File: config.mk
export PLATFORM = sky130hd
export DESIGN_NAME = mod_phase_sequencer_flat
export DESIGN_NICKNAME = d
export VERILOG_FILES = /design/src/rtl/mod_phase_pkg.sv /design/src/rtl/mod_phase_sequencer_if.sv /design/src/rtl/lock_sync.sv /design/src/rtl/mod_phase_sequencer.sv /design/src/flat_wrapper.sv
export SDC_FILE = /design/constraint.sdc
export NUM_CORES = 1
export LEC_CHECK = 0
export ABC_AREA = 1
export CORE_ASPECT_RATIO = 1.25
export CORE_MARGIN = 2
export CORE_UTILIZATION = 28
export DETAILED_ROUTE_END_ITERATION = 7
export PLACE_DENSITY_LB_ADDON = 0.15
export SYNTH_ARGS = -nofsm -noshare
export SYNTH_HDL_FRONTEND = slang
export SYNTH_SLANG_ARGS = --single-unit
File: constraint.sdc
create_clock -name USER_CLOCK -period 1.85 [get_ports USER_CLOCK]
set_input_delay 0.185 -clock USER_CLOCK [delete_from_list [all_inputs] [get_ports USER_CLOCK]]
set_output_delay 0.185 -clock USER_CLOCK [all_outputs]
set_load 0.01 [all_outputs]
File: src/rtl/mod_phase_pkg.sv
// Shared types and constants for the clock-mod phase sequencer.
// Phase encoding is {SEL2, SEL1}.
package mod_phase_pkg;

  typedef enum logic [1:0] {
    LOCK_WAIT = 2'd0,
    IDLE      = 2'd1,
    STEP      = 2'd2
  } state_t;

  localparam logic [1:0] PH_0   = 2'b00;
  localparam logic [1:0] PH_90  = 2'b01;
  localparam logic [1:0] PH_180 = 2'b10;
  localparam logic [1:0] PH_270 = 2'b11;

  // One move toward tgt: SEL1 (bit 0) is corrected before SEL2, never both at once.
  function automatic logic [1:0] step_toward(input logic [1:0] cur, input logic [1:0] tgt);
    logic [1:0] nxt;
    nxt = cur;
    if (cur[0] != tgt[0]) begin
      nxt[0] = tgt[0];
    end else if (cur[1] != tgt[1]) begin
      nxt[1] = tgt[1];
    end
    return nxt;
  endfunction

endpackage

File: src/rtl/mod_phase_sequencer_if.sv
// Phase request handshake between a requester (master) and the sequencer (slave).
interface mod_phase_sequencer_if;
  logic [1:0] PHASE_REQ;
  logic       PHASE_REQ_VALID;
  logic       PHASE_REQ_READY;

  modport master (
    output PHASE_REQ,
    output PHASE_REQ_VALID,
    input  PHASE_REQ_READY
  );

  modport slave (
    input  PHASE_REQ,
    input  PHASE_REQ_VALID,
    output PHASE_REQ_READY
  );
endinterface

File: src/rtl/lock_sync.sv
// Multi-flop synchronizer for the asynchronous DCM lock status.
// All stages clear to 0 while rst_n is low, so lock is never assumed out of reset.
module lock_sync #(
  parameter int STAGES = 2
) (
  input  logic clk,
  input  logic rst_n,
  input  logic d,
  output logic q
);

  logic stage_reg [STAGES];

  for (genvar gi = 0; gi < STAGES; gi++) begin : g_stage
    if (gi == 0) begin : g_first
      always_ff @(posedge clk or negedge rst_n) begin
        if (!rst_n) begin
          stage_reg[gi] <= 1'b0;
        end else begin
          stage_reg[gi] <= d;
        end
      end
    end else begin : g_rest
      always_ff @(posedge clk or negedge rst_n) begin
        if (!rst_n) begin
          stage_reg[gi] <= 1'b0;
        end else begin
          stage_reg[gi] <= stage_reg[gi-1];
        end
      end
    end
  end

  assign q = stage_reg[STAGES-1];

endmodule

File: src/rtl/mod_phase_sequencer.sv
// Drives the BUFGMUX phase selects one bit at a time with a settle hold per toggle.
// Optional lock-loss counter output enabled by PHASE_SEQ_LOCKLOSS_CNT_EN.
module mod_phase_sequencer
  import mod_phase_pkg::*;
#(
  parameter int SETTLE_CYCLES = 16,
  parameter int LOCK_STABLE   = 64
) (
  input  logic                  USER_CLOCK,
  input  logic                  USER_RST_N,
  input  logic                  DCM_LOCKED,
  mod_phase_sequencer_if.slave  req_if,
  output logic                  CLK_MOD_PHASE_SEL1,
  output logic                  CLK_MOD_PHASE_SEL2,
  output logic [1:0]            PHASE_CUR,
  output logic                  PHASE_DONE,
  output logic                  BUSY
`ifdef PHASE_SEQ_LOCKLOSS_CNT_EN
  ,
  output logic [7:0]            LOCK_LOSS_CNT
`endif
);

  localparam int SW = $clog2(SETTLE_CYCLES + 1);
  localparam int LW = $clog2(LOCK_STABLE + 1);
  // Loading S-1 makes the next decision land exactly S edges after the toggle.
  localparam logic [SW-1:0] SETTLE_LOAD = SW'(SETTLE_CYCLES - 1);
  localparam logic [LW-1:0] LOCK_LAST   = LW'(LOCK_STABLE - 1);

  logic          locked_s;
  state_t        state_reg, state_next;
  logic [1:0]    sel_reg, sel_next;
  logic [1:0]    target_reg, target_next;
  logic [SW-1:0] settle_cnt_reg, settle_cnt_next;
  logic [LW-1:0] lock_cnt_reg, lock_cnt_next;
  logic          done_reg, done_next;
  logic          same_pend_reg, same_pend_next;
  logic          ready;
  logic          accept;

  lock_sync #(.STAGES(2)) u_lock_sync (
    .clk   (USER_CLOCK),
    .rst_n (USER_RST_N),
    .d     (DCM_LOCKED),
    .q     (locked_s)
  );

  // A same-phase request finishes from IDLE one edge later, so READY drops for that cycle.
  assign ready  = (state_reg == IDLE) && !same_pend_reg;
  assign accept = ready && req_if.PHASE_REQ_VALID;

  always_ff @(posedge USER_CLOCK or negedge USER_RST_N) begin
    if (!USER_RST_N) begin
      state_reg      <= LOCK_WAIT;
      sel_reg        <= PH_0;
      target_reg     <= PH_0;
      settle_cnt_reg <= '0;
      lock_cnt_reg   <= '0;
      done_reg       <= 1'b0;
      same_pend_reg  <= 1'b0;
    end else begin
      state_reg      <= state_next;
      sel_reg        <= sel_next;
      target_reg     <= target_next;
      settle_cnt_reg <= settle_cnt_next;
      lock_cnt_reg   <= lock_cnt_next;
      done_reg       <= done_next;
      same_pend_reg  <= same_pend_next;
    end
  end

  always_comb begin
    state_next      = state_reg;
    sel_next        = sel_reg;
    target_next     = target_reg;
    settle_cnt_next = settle_cnt_reg;
    lock_cnt_next   = lock_cnt_reg;
    done_next       = 1'b0;
    same_pend_next  = 1'b0;

    unique case (state_reg)
      LOCK_WAIT: begin
        if (locked_s) begin
          if (lock_cnt_reg == LOCK_LAST) begin
            state_next    = IDLE;
            lock_cnt_next = '0;
          end else begin
            lock_cnt_next = lock_cnt_reg + LW'(1);
          end
        end else begin
          lock_cnt_next = '0;
        end
      end

      IDLE: begin
        if (!locked_s) begin
          state_next = LOCK_WAIT;
        end else if (same_pend_reg) begin
          done_next = 1'b1;
        end else if (accept) begin
          target_next = req_if.PHASE_REQ;
          if (req_if.PHASE_REQ == sel_reg) begin
            same_pend_next = 1'b1;
          end else begin
            state_next      = STEP;
            settle_cnt_next = '0;
          end
        end
      end

      STEP: begin
        // Lock loss wins over any pending toggle or completion; selects freeze.
        if (!locked_s) begin
          state_next      = LOCK_WAIT;
          settle_cnt_next = '0;
        end else if (settle_cnt_reg != '0) begin
          settle_cnt_next = settle_cnt_reg - SW'(1);
        end else if (target_reg == sel_reg) begin
          done_next  = 1'b1;
          state_next = IDLE;
        end else begin
          sel_next        = step_toward(sel_reg, target_reg);
          settle_cnt_next = SETTLE_LOAD;
        end
      end

      default: begin
        state_next = LOCK_WAIT;
      end
    endcase
  end

`ifdef PHASE_SEQ_LOCKLOSS_CNT_EN
  logic [7:0] loss_cnt_reg, loss_cnt_next;

  // Outside LOCK_WAIT the synchronized lock was high last cycle, so a low here is a falling edge.
  always_comb begin
    loss_cnt_next = loss_cnt_reg;
    if ((state_reg != LOCK_WAIT) && !locked_s && (loss_cnt_reg != 8'hFF)) begin
      loss_cnt_next = loss_cnt_reg + 8'd1;
    end
  end

  always_ff @(posedge USER_CLOCK or negedge USER_RST_N) begin
    if (!USER_RST_N) begin
      loss_cnt_reg <= 8'd0;
    end else begin
      loss_cnt_reg <= loss_cnt_next;
    end
  end

  assign LOCK_LOSS_CNT = loss_cnt_reg;
`endif

  assign req_if.PHASE_REQ_READY = ready;
  assign CLK_MOD_PHASE_SEL1     = sel_reg[0];
  assign CLK_MOD_PHASE_SEL2     = sel_reg[1];
  assign PHASE_CUR              = sel_reg;
  assign PHASE_DONE             = done_reg;
  assign BUSY                   = (state_reg != IDLE);

endmodule
File: src/flat_wrapper.sv
// flat-port wrapper written by rule: the top's interface ports become plain ports
module mod_phase_sequencer_flat import mod_phase_pkg::*;
#(
  parameter int SETTLE_CYCLES = 16,
  parameter int LOCK_STABLE   = 64
)
  (USER_CLOCK, USER_RST_N, DCM_LOCKED, CLK_MOD_PHASE_SEL1, CLK_MOD_PHASE_SEL2, PHASE_CUR, PHASE_DONE, BUSY, req_if_PHASE_REQ, req_if_PHASE_REQ_VALID, req_if_PHASE_REQ_READY);
  mod_phase_sequencer_if req_if_i ();
  input  logic USER_CLOCK;
  input  logic USER_RST_N;
  input  logic DCM_LOCKED;
  output logic CLK_MOD_PHASE_SEL1;
  output logic CLK_MOD_PHASE_SEL2;
  output logic [1:0] PHASE_CUR;
  output logic PHASE_DONE;
  output logic BUSY;
  input wire logic [$bits(req_if_i.PHASE_REQ)-1:0] req_if_PHASE_REQ;
  input wire logic [$bits(req_if_i.PHASE_REQ_VALID)-1:0] req_if_PHASE_REQ_VALID;
  output wire logic [$bits(req_if_i.PHASE_REQ_READY)-1:0] req_if_PHASE_REQ_READY;
  assign req_if_i.PHASE_REQ = req_if_PHASE_REQ;
  assign req_if_i.PHASE_REQ_VALID = req_if_PHASE_REQ_VALID;
  assign req_if_PHASE_REQ_READY = req_if_i.PHASE_REQ_READY;
  mod_phase_sequencer #(.SETTLE_CYCLES(SETTLE_CYCLES), .LOCK_STABLE(LOCK_STABLE)) u_core (.USER_CLOCK(USER_CLOCK), .USER_RST_N(USER_RST_N), .DCM_LOCKED(DCM_LOCKED), .req_if(req_if_i), .CLK_MOD_PHASE_SEL1(CLK_MOD_PHASE_SEL1), .CLK_MOD_PHASE_SEL2(CLK_MOD_PHASE_SEL2), .PHASE_CUR(PHASE_CUR), .PHASE_DONE(PHASE_DONE), .BUSY(BUSY));
endmodule
==> impl_metrics.py, run 1 <==
metrics = {
    "run_status": {
        "outcome": "finished clean",
    },
    "yosys": {
        "post-synth-top-area-cell": "sky130_fd_sc_hd__dfrtp_1",
        "yosys_register_bits": 22,
        "syn_nets": 176,
        "post_synth_edffs": 0,
        "yosys_synthesis_warning_count": 0,
        "ys_seq_area_frac": 0.4175,
        "netlist_top_cells_area": "sky130_fd_sc_hd__dfrtp_1, sky130_fd_sc_hd__nand2_1, sky130_fd_sc_hd__inv_1",
        "yosysUniqueCellTypes": 29,
        "netlist_area_sq_um": 1319,
        "postSynthAreaPerCell_sq_um": 8.041,
        "synth_top_cells_by_count": "sky130_fd_sc_hd__nand2_1, sky130_fd_sc_hd__dfrtp_1, sky130_fd_sc_hd__inv_1",
        "synth_compound_gate_area_share": 0.1120,
        "synth_mux_area_frac": 0,
        "synth_xor_xnor_area_share": 0.01992,
        "yosys.area_share.simple": 0.2989,
        "synth_top_family_by_area": "simple AND/OR/NAND/NOR gates",
        "netlist_instances": 164,
        "synth_top_area_share": 0.4175,
        "synth.most_common_cell": "sky130_fd_sc_hd__nand2_1",
        "synth_adder_area_share": 0.05693,
        "synth-async-reset-ratio": 1.000,
        "synth_top_flop_cell": "sky130_fd_sc_hd__dfrtp_1",
    },
    "worst_setup_path": {
        "crit_family": "buffers and inverters",
        "cp_num_buf_inv": 3,
        "worst_ep_arrival_time_ns": 1.51,
        "worst-path-max-fanout": 3,
        "setup_slack_reg_to_reg_ns": 0.21,
        "required_ns": 1.66,
        "crit_path_frequent_cell": "sky130_fd_sc_hd__inv_1",
        "critical_path_class": "reg2out",
        "path_cells": "inv_1 -> ha_4 -> inv_1 -> clkdlybuf4s50_1",
        "critical-path-max-stage-delay_ns": 0.53,
        "crit_path_top_delay_cell": "sky130_fd_sc_hd__clkdlybuf4s50_1",
        "crit_path_start_kind": "flip-flop",
        "endpoint_type_of_the_worst_setup_path": "output port",
    },
    "floorplanning": {
        "die_area_sq_um": 5279,
        "die_boundary_width_um": 65.39,
        "initial_core_utilization": 0.2957,
        "floorplan.die.height_um": 80.73,
        "core_sq_um": 4459,
        "floorplan.io_pins": 13,
        "placement_rows": 27,
    },
    "routing": {
        "routed_wire_length_per_instance_um": 10.81,
        "total_routed_length_um": 2550,
        "route.met3.wl_um": 78,
        "antenna_left": 0,
        "routedLengthMet1_um": 1200,
        "via_count": 1052,
        "viasPerCell": 4.458,
        "routed-wl-met2_um": 1232,
        "detailedRoute.firstPassIterationCount": 4,
        "drc_violation_count_after_routing": 0,
        "top_layer": "met4",
        "count_of_routing_violations_after_the_opening_detailed_route_iteration": 30,
    },
    "timing": {
        "timing.final.ws_setup_ns": 0.1560,
        "max_clock_freq_mhz": 590.3,
        "rsz0062_at_grt": "false",
        "drv_slew": 0,
        "slew-limit-headroom": 0.7364,
        "timing.setup.tns_ns": 0,
        "final-hold-violation-count": 0,
        "final-setup-viol-count": 0,
        "hold_slack_ns": 0.2806,
        "timing.clock.skew_ns": 0.005186,
        "finalWorstPathRequiredPeriod_ns": 1.694,
        "post-route-period-util": 0.9157,
        "max_slew.worst_pin.slew_ns": 0.3954,
    },
    "layout": {
        "max_reg_flops": 7,
        "nets": 191,
        "num_antenna_cells": 0,
        "layout-drive-gt1-share": 0.1573,
        "area_growth_syn_to_layout_pct": 18.69,
        "fillers": 474,
        "final-instance-count-excl-fill": 236,
        "finalCoreUtilization": 0.3510,
    },
    "clock_tree": {
        "clock_pin_slew_worst_setup_and_hold_paths_ns": 0.08,
        "tritoncts": "built",
        "root_buf_cell": "sky130_fd_sc_hd__clkbuf_8",
        "cts_hold_repair.buffers": 0,
        "numCtsBuffers": 3,
        "cts_buffer_depth": 2,
        "cts-htree-levels": 1,
        "clock-sinks": 22,
        "worst_skew_pair.late_latency_ns": 0.26,
    },
    "grt": {
        "grt_max_degree": 23,
        "grt_pass1_wl_um": 4326,
        "grt_antenna_before_repair": 0,
        "grt_overflow": 0,
        "global_route.usage.total": 0.1051,
        "via_count_of_the_first_global_routing_pass": 1027,
    },
    "power": {
        "power-per-cell-area_nw_per_um2": 642.9,
        "vdd_drop_max_mv": 0.3297,
        "power.leakage_nw": 0.7349,
    },
    "placed_design": {
        "dp_worst_setup_slack_ns": 0.2143,
        "place.detailed.hpwl_um": 1960,
        "placed_cells": 232,
        "io_buffers": 12,
        "place.gp.congestion": 0.7789,
    },
    "min_path": {
        "holdCritPathClass": "in2async",
    },
    "run": {
        "cap_violations": 0,
    },
}
-- worst register-to-register path, cell delays in order, from the launching register on --
cell and delay (ns):
sky130_fd_sc_hd__dfrtp_1 0.43, sky130_fd_sc_hd__inv_1 0.10, sky130_fd_sc_hd__ha_1 0.28, sky130_fd_sc_hd__nand2_2 0.17
sky130_fd_sc_hd__inv_2 0.07, sky130_fd_sc_hd__nand2_1 0.07, sky130_fd_sc_hd__nand3_1 0.15, sky130_fd_sc_hd__o21bai_1 0.18
sky130_fd_sc_hd__nand2_1 0.07
-- metrics by stage --
step	area, sq um	power (mW)
after CTS	1563	1.016
after global routing	1565	1.059
after detailed placement	1495	0.6643
after global placement	1495	0.6590
after floorplan	1319	0.6221
final	1565	1.006
-- cell families after synthesis --
kind of cell / after synthesis
compound gates: 23
flops: 22
simple gates: 81
fa+ha+maj: 6
xor+xnor: 3
buf+inv: 29
-- path summary, 6_finish.rpt --
| kind | start | end | cells past startpoint |
|---|---|---|---|
| worst max-delay path | u_core.state_reg[1] | BUSY | 4 |
| worst min-delay path | USER_RST_N | u_core.settle_cnt_reg[3] | 2 |
| worst min register to register | u_core.u_lock_sync.stage_reg[1] | u_core.u_lock_sync.q | 0 |
| min in group USER_CLOCK | DCM_LOCKED | u_core.u_lock_sync.stage_reg[1] | 1 |
| worst max register to register | u_core.state_reg[0] | u_core.state_reg[1] | 8 |
| max in group asynchronous | USER_RST_N | u_core.lock_cnt_reg[3] | 2 |
-- where the power goes --
part	total, mW	internal (mW)	switching (mW)
combinational	0.101	0.0475	0.0536
sequential	0.554	0.512	0.0417
clock	0.351	0.190	0.161
-- cell usage in the layout (no fill, tap or decap) --
master / n
sky130_fd_sc_hd__a21boi_1: 1
sky130_fd_sc_hd__a21oi_1: 4
sky130_fd_sc_hd__a21oi_2: 1
sky130_fd_sc_hd__a31oi_1: 1
sky130_fd_sc_hd__buf_4: 2
sky130_fd_sc_hd__clkbuf_8: 4
sky130_fd_sc_hd__clkdlybuf4s50_1: 11
sky130_fd_sc_hd__dfrtp_1: 22
sky130_fd_sc_hd__dlymetal6s2s_1: 1
sky130_fd_sc_hd__ha_1: 5
sky130_fd_sc_hd__ha_4: 1
sky130_fd_sc_hd__inv_1: 21
sky130_fd_sc_hd__inv_2: 4
sky130_fd_sc_hd__nand2_1: 46
sky130_fd_sc_hd__nand2_2: 3
sky130_fd_sc_hd__nand2_4: 2
sky130_fd_sc_hd__nand3_1: 10
sky130_fd_sc_hd__nand3_2: 2
sky130_fd_sc_hd__nand4_1: 3
sky130_fd_sc_hd__nor2_1: 9
sky130_fd_sc_hd__nor2_2: 2
sky130_fd_sc_hd__nor2_4: 2
sky130_fd_sc_hd__nor3_4: 1
sky130_fd_sc_hd__nor4_1: 1
sky130_fd_sc_hd__o21ai_0: 3
sky130_fd_sc_hd__o21ai_1: 4
sky130_fd_sc_hd__o21ai_2: 4
sky130_fd_sc_hd__o21bai_1: 3
sky130_fd_sc_hd__o22ai_1: 2
sky130_fd_sc_hd__xnor2_1: 1
sky130_fd_sc_hd__xor2_1: 2
-- repair_timing --
action | in CTS | in global routing
gates resized for setup | 2 | 1
buffers inserted | 0 | 0
endpoints found under the setup margin | 1 | 1
-- per-layer routing --
layer / vias up / global-route usage
met1: 484 / 0.1324
met5: - / 0
met2: 18 / 0.1735
li1: 546 / -
met4: 0 / 0.05208
met3: 4 / 0.01801
-- layout make-up --
type                            instances  area [sq um]  share of cell area
Multi-Input combinational cell        113         655.6              0.4189
Clock buffer                            4         55.05             0.03517
Sequential cell                        22         550.5              0.3517
Timing Repair Buffer                   14         137.6             0.08793
Inverter                               25         93.84             0.05995
Tap cell                               58         72.57             0.04636
No activity file was read; power rests on OpenSTA's default activity.
==> run 2: changes to the inputs <==
Settings changed: CAP_MARGIN from default to 20.
==> results of run 2 <==
The final DEF is identical to that of run 1; final timing and power are the same.
